File: src/rtl/imm_extend_pkg.sv
// Shared constants for the decode-stage immediate extender: widths, I-type opcodes, mode codes.
// Optional feature macro used by the controller: IMM_EXT_ILLEGAL_CNT_EN.
package imm_extend_pkg;

  localparam int WORD_LEN        = 32;
  localparam int IMM_LEN         = 16;
  localparam int OPC_LEN         = 6;
  localparam int SIGN_EXTEND_LEN = WORD_LEN - IMM_LEN;

  localparam logic [5:0] OPC_BEQ   = 6'h04;
  localparam logic [5:0] OPC_BNE   = 6'h05;
  localparam logic [5:0] OPC_ADDI  = 6'h08;
  localparam logic [5:0] OPC_ADDIU = 6'h09;
  localparam logic [5:0] OPC_SLTI  = 6'h0A;
  localparam logic [5:0] OPC_SLTIU = 6'h0B;
  localparam logic [5:0] OPC_ANDI  = 6'h0C;
  localparam logic [5:0] OPC_ORI   = 6'h0D;
  localparam logic [5:0] OPC_XORI  = 6'h0E;
  localparam logic [5:0] OPC_LUI   = 6'h0F;
  localparam logic [5:0] OPC_LW    = 6'h23;
  localparam logic [5:0] OPC_SW    = 6'h2B;

  localparam logic [1:0] MODE_NONE  = 2'd0;
  localparam logic [1:0] MODE_SIGN  = 2'd1;
  localparam logic [1:0] MODE_ZERO  = 2'd2;
  localparam logic [1:0] MODE_UPPER = 2'd3;

endpackage

File: src/rtl/imm_extend_unit.sv
// Combinational opcode decode and immediate extension (sign, zero, upper, branch offset).
module imm_extend_unit #(
  parameter int WORD_LEN = 32,
  parameter int IMM_LEN  = 16,
  parameter int OPC_LEN  = 6
) (
  input  logic [OPC_LEN-1:0]  opcode,
  input  logic [IMM_LEN-1:0]  imm,
  output logic [WORD_LEN-1:0] result,
  output logic [1:0]          mode,
  output logic                is_branch
);
  import imm_extend_pkg::*;

  localparam int EXT_LEN = WORD_LEN - IMM_LEN;

  logic [WORD_LEN-1:0] sext;
  assign sext = {{EXT_LEN{imm[IMM_LEN-1]}}, imm};

  always_comb begin
    result    = '0;
    mode      = MODE_NONE;
    is_branch = 1'b0;
    case (6'(opcode))
      OPC_ADDI, OPC_ADDIU, OPC_SLTI, OPC_SLTIU, OPC_LW, OPC_SW: begin
        mode   = MODE_SIGN;
        result = sext;
      end
      OPC_ANDI, OPC_ORI, OPC_XORI: begin
        mode   = MODE_ZERO;
        result = {{EXT_LEN{1'b0}}, imm};
      end
      OPC_LUI: begin
        mode   = MODE_UPPER;
        result = {imm, {EXT_LEN{1'b0}}};
      end
      // Branch offsets are word-aligned: reported as SIGN with the branch flag.
      OPC_BEQ, OPC_BNE: begin
        mode      = MODE_SIGN;
        is_branch = 1'b1;
        result    = {sext[WORD_LEN-3:0], 2'b00};
      end
      default: ;
    endcase
  end

endmodule

File: src/rtl/imm_extend_ctrl.sv
// Immediate-extension controller: extends at accept, then holds results in a 2-entry skid buffer.
// Optional macro IMM_EXT_ILLEGAL_CNT_EN adds a saturating count of accepted NONE-mode opcodes.
module imm_extend_ctrl #(
  parameter int WORD_LEN = 32,
  parameter int IMM_LEN  = 16,
  parameter int OPC_LEN  = 6
) (
  input  logic                clk,
  input  logic                rst,
  input  logic                flush,
  input  logic                inValid,
  output logic                inReady,
  input  logic [OPC_LEN-1:0]  inOpcode,
  input  logic [IMM_LEN-1:0]  inImm,
  output logic                outValid,
  input  logic                outReady,
  output logic [WORD_LEN-1:0] outImm,
  output logic [1:0]          outMode,
  output logic                outIsBranch
`ifdef IMM_EXT_ILLEGAL_CNT_EN
  ,
  output logic [15:0]         illegalCnt
`endif
);
  import imm_extend_pkg::*;

  typedef enum logic [1:0] {S_EMPTY, S_ONE, S_FULL} state_t;

  state_t              state;
  logic [WORD_LEN-1:0] ext_result, tail_imm;
  logic [1:0]          ext_mode, tail_mode;
  logic                ext_branch, tail_branch;
  logic                accept, drain;

  imm_extend_unit #(
    .WORD_LEN (WORD_LEN),
    .IMM_LEN  (IMM_LEN),
    .OPC_LEN  (OPC_LEN)
  ) u_ext (
    .opcode    (inOpcode),
    .imm       (inImm),
    .result    (ext_result),
    .mode      (ext_mode),
    .is_branch (ext_branch)
  );

  assign accept = inValid && inReady;
  assign drain  = outValid && outReady;

  // Head entry drives the outputs directly; tail only fills while the head is stalled.
  always_ff @(posedge clk or posedge rst) begin
    if (rst) begin
      state       <= S_EMPTY;
      outValid    <= 1'b0;
      inReady     <= 1'b1;
      outImm      <= '0;
      outMode     <= MODE_NONE;
      outIsBranch <= 1'b0;
      tail_imm    <= '0;
      tail_mode   <= MODE_NONE;
      tail_branch <= 1'b0;
    end else if (flush) begin
      state    <= S_EMPTY;
      outValid <= 1'b0;
      inReady  <= 1'b1;
    end else begin
      case (state)
        S_EMPTY: if (accept) begin
          outImm      <= ext_result;
          outMode     <= ext_mode;
          outIsBranch <= ext_branch;
          state       <= S_ONE;
          outValid    <= 1'b1;
        end
        S_ONE: begin
          if (accept && drain) begin
            outImm      <= ext_result;
            outMode     <= ext_mode;
            outIsBranch <= ext_branch;
          end else if (accept) begin
            tail_imm    <= ext_result;
            tail_mode   <= ext_mode;
            tail_branch <= ext_branch;
            state       <= S_FULL;
            inReady     <= 1'b0;
          end else if (drain) begin
            state    <= S_EMPTY;
            outValid <= 1'b0;
          end
        end
        S_FULL: if (drain) begin
          outImm      <= tail_imm;
          outMode     <= tail_mode;
          outIsBranch <= tail_branch;
          state       <= S_ONE;
          inReady     <= 1'b1;
        end
        default: begin
          state    <= S_EMPTY;
          outValid <= 1'b0;
          inReady  <= 1'b1;
        end
      endcase
    end
  end

`ifdef IMM_EXT_ILLEGAL_CNT_EN
  // Counts every NONE-mode handshake on the input side, independent of flush.
  always_ff @(posedge clk or posedge rst) begin
    if (rst)
      illegalCnt <= '0;
    else if (accept && ext_mode == MODE_NONE && illegalCnt != 16'hFFFF)
      illegalCnt <= illegalCnt + 16'd1;
  end
`endif

endmodule
File: config.mk
export PLATFORM = sky130hd
export DESIGN_NAME = imm_extend_ctrl
export DESIGN_NICKNAME = d
export VERILOG_FILES = /design/src/rtl/imm_extend_pkg.sv /design/src/rtl/imm_extend_unit.sv /design/src/rtl/imm_extend_ctrl.sv
export SDC_FILE = /design/constraint.sdc
export NUM_CORES = 1
export LEC_CHECK = 0
export ABC_AREA = 0
export CORE_MARGIN = 2
export CORE_UTILIZATION = 53
export CTS_CLUSTER_SIZE = 25
export DETAILED_ROUTE_END_ITERATION = 10
export PLACE_DENSITY = 0.81
export RECOVER_POWER = 50
export SLEW_MARGIN = 10
export SYNTH_ARGS = -nofsm -noshare
export SYNTH_HDL_FRONTEND = slang
export SYNTH_SLANG_ARGS = --single-unit
export TNS_END_PERCENT = 5
File: constraint.sdc
create_clock -name clk -period 2.3 [get_ports clk]
set_input_delay 0.23 -clock clk [delete_from_list [all_inputs] [get_ports clk]]
set_output_delay 0.23 -clock clk [all_outputs]
set_load 0.02 [all_outputs]
==> impl_metrics.tcl <==
set metrics [dict create \
    run_status "complete, no violations" \
    cp.required_ns 2.49 \
    placement.io_buffers 63 \
    irDropWorstVdd_uv 623.2 \
    clock.fmax_mhz 457.6 \
    final_hold_viol_count 0 \
    cts-resized-gates 0 \
    clkSlewWorstSetupHoldPaths_ns 0.08 \
    synth_ff_type "sky130_fd_sc_hd__dfrtp_1" \
    floorplan.initialDensity_pct 54.12 \
    floorplan.io_pins 64 \
    worstPathArrival_ns 2.38 \
    cts_tree "yes" \
    synth.avg_cell_area_um2 9.371 \
    share_of_the_synthesized_area_in_the_top_cell_type_pct 50.24 \
    layout-drive-gt1-share_pct 11.14 \
    layout.core_utilization_pct 69.26 \
    finalWorstPathRequiredPeriod_ns 2.185 \
    timing.critical_path.from_type "flip-flop" \
    rows 30 \
    synth.ff_latch_count 74 \
    min-delay-path-class "in2async" \
    insertedDiodeCount 0 \
    cts-buffers-inserted 9 \
    clock-skew-final_ns 0.01050 \
    die_area_mm2 0.007539 \
    core_area_mm2 0.006719 \
    timing.hold.ws_ns 0.4231 \
    grt_start_max_net_pins 45 \
    worstPathMaxFanout 14 \
    tightest_slew_ns 1.092 \
    place_hpwl_um 6292 \
    layout-area-overhead-vs-synth_pct 27.98 \
    dr.first_iter.drc_count 401 \
    post_synthesis_instance_area_mm2 0.003636 \
    cts_hold_buffers 0 \
    num-nets-final 480 \
    dieHeight_um 86.83 \
    post_dr_vias_cell 6.177 \
    detailroute.via_count 3323 \
    antenna_violations_before_repair 0 \
    synth_cells 388 \
    part_of_the_cycle_the_worst_path_needs_pct 95.01 \
    power_leakage_nw 1.973 \
    drc 0 \
    synth-async-reset-ratio_pct 100.0 \
    clock_sink_count 74 \
    power.density_cell_area_mw_per_mm2 1030 \
    via_count_of_the_first_global_routing_pass 3215 \
    route.detailed.wl_per_inst_um 17.49 \
    placedCellCount 522 \
    insertion_delay_ns 0.34 \
    synthDominantAreaCellType "sky130_fd_sc_hd__dfrtp_1" \
    netlist_top_cells_count "sky130_fd_sc_hd__nor2_1 (81), sky130_fd_sc_hd__dfrtp_1 (73), sky130_fd_sc_hd__a221oi_1 (30)" \
    globalRouteTotalUtil_pct 26.67 \
    synth_edf_count 0 \
    grt_remaining_overflow 0 \
    max_slew_margin_pct 27.20 \
    cts_setup_buffers 0 \
    stdcell_count 538 \
    synth_area_leaders "sky130_fd_sc_hd__dfrtp_1 (50%), sky130_fd_sc_hd__nor2_1 (8.4%), sky130_fd_sc_hd__a221oi_1 (7.2%)" \
    drt_first_pass_iters 5 \
    max_cap_viol_count 0 \
    ys_types 40 \
    critPathCaptureType "flip-flop" \
    slew_violations 0 \
    finalPower_w 0.004791 \
    htree_num_levels 3 \
    place.gp.congestion 0.8634 \
    max-clock-path-buffers 2 \
    critPathKind "reg2reg" \
    synthesis.nets 415 \
    ctsRootBufferMaster "sky130_fd_sc_hd__clkbuf_8" \
    yosys.cell_count.top_type "sky130_fd_sc_hd__nor2_1" \
    finalSetupViolCount 0 \
    synth_seq_area_share_pct 50.96 \
    grt_setup_unrepaired "false" \
    final_antenna_net_count 0 \
    wire_length_of_the_first_global_routing_pass_um 15640 \
    die_width_um 86.83 \
    route.final.wire_length_um 9407 \
    ys.warnings.count 0 \
]
-- worst max-delay path, cell delays in order (launching register included) --
cell and delay [ns]:
sky130_fd_sc_hd__dfstp_2 0.60, sky130_fd_sc_hd__nand4b_1 0.13, sky130_fd_sc_hd__or3_1 0.41, sky130_fd_sc_hd__nor3_2 0.71
sky130_fd_sc_hd__a21oi_1 0.18
-- routing by layer --
layer	vias up	track usage, %	part of all wire (%)
met1	1638	37.44	44
met3	19	3.619	5.7
met2	131	41.71	48
met4	0	11.22	2.1
met5	-	0	0
li1	1535	-	-
-- placed cells by master (no fill, tap or decap), types with 3 or more instances in the layout --
cell type / count
sky130_fd_sc_hd__a211oi_1: 7
sky130_fd_sc_hd__a21oi_1: 18
sky130_fd_sc_hd__a221oi_1: 30
sky130_fd_sc_hd__a221oi_2: 10
sky130_fd_sc_hd__a31oi_1: 5
sky130_fd_sc_hd__buf_12: 3
sky130_fd_sc_hd__buf_4: 14
sky130_fd_sc_hd__clkbuf_1: 5
sky130_fd_sc_hd__clkbuf_8: 9
sky130_fd_sc_hd__clkdlybuf4s50_1: 48
sky130_fd_sc_hd__dfrtp_1: 73
sky130_fd_sc_hd__dlygate4sd3_1: 15
sky130_fd_sc_hd__inv_1: 17
sky130_fd_sc_hd__nand2_1: 29
sky130_fd_sc_hd__nand2b_1: 6
sky130_fd_sc_hd__nand3_1: 4
sky130_fd_sc_hd__nor2_1: 81
sky130_fd_sc_hd__nor3_2: 3
sky130_fd_sc_hd__o21ai_0: 27
sky130_fd_sc_hd__o31ai_1: 18
-- kinds of logic after synthesis --
kind of cell	Yosys count	synth area share (%)
and+or+nand+nor	140	17.07
AOI/OAI and AO/OA	125	26.36
DFF	74	50.96
buffers and inverters	48	5.334
muxes	1	0.2753
-- flip-flops by register name, summed over array words and instances, names as in the netlist --
register and flops:
outImm 32, tail_imm 32, tail_branch 1, outValid 1
inReady 1, tail_mode 2, outIsBranch 1, state 2
outMode 2
-- power by group --
part / internal [W] / switching, W / leakage (nW)
Combinational: 0.000769 / 0.000859 / 0.944
Clock: 0.000613 / 0.000488 / 0.103
Sequential: 0.00178 / 0.000281 / 0.927
-- final cells by class --
type	count	area, µm²
Tap cell	80	100.1
Fill cell	520	2066
Multi-Input combinational cell	266	1604
Clock buffer	10	127.6
Clock inverter	6	88.84
Timing Repair Buffer	85	815.8
Sequential cell	74	1853
Inverter	17	63.81
-- final timing paths --
kind	start	to	slack [ns]	depth (start not counted)
setup reg to reg	inReady	tail_imm[19]	0.11	4
hold / removal	rst	tail_imm[23]	0.42	2
hold reg to reg	tail_imm[1]	tail_imm[1]	0.47	2
min in group clk	tail_imm[1]	tail_imm[1]	0.47	2
max in group asynchronous	rst	outImm[3]	0.37	3
setup / recovery	inReady	tail_imm[19]	0.11	4
-- through the flow --
stage	TNS (ns)	area, µm²	setup slack [ns]
2_1_floorplan	0	3636	0.1900
3_3_place_gp	0	4467	0.07090
3_5_place_dp	-0.05735	4467	-0.02835
4_1_cts	0	4683	0.1741
5_1_grt	0	4653	0.02643
6_report	0	4653	0.1147
No activity file was read; power rests on OpenSTA's default activity.
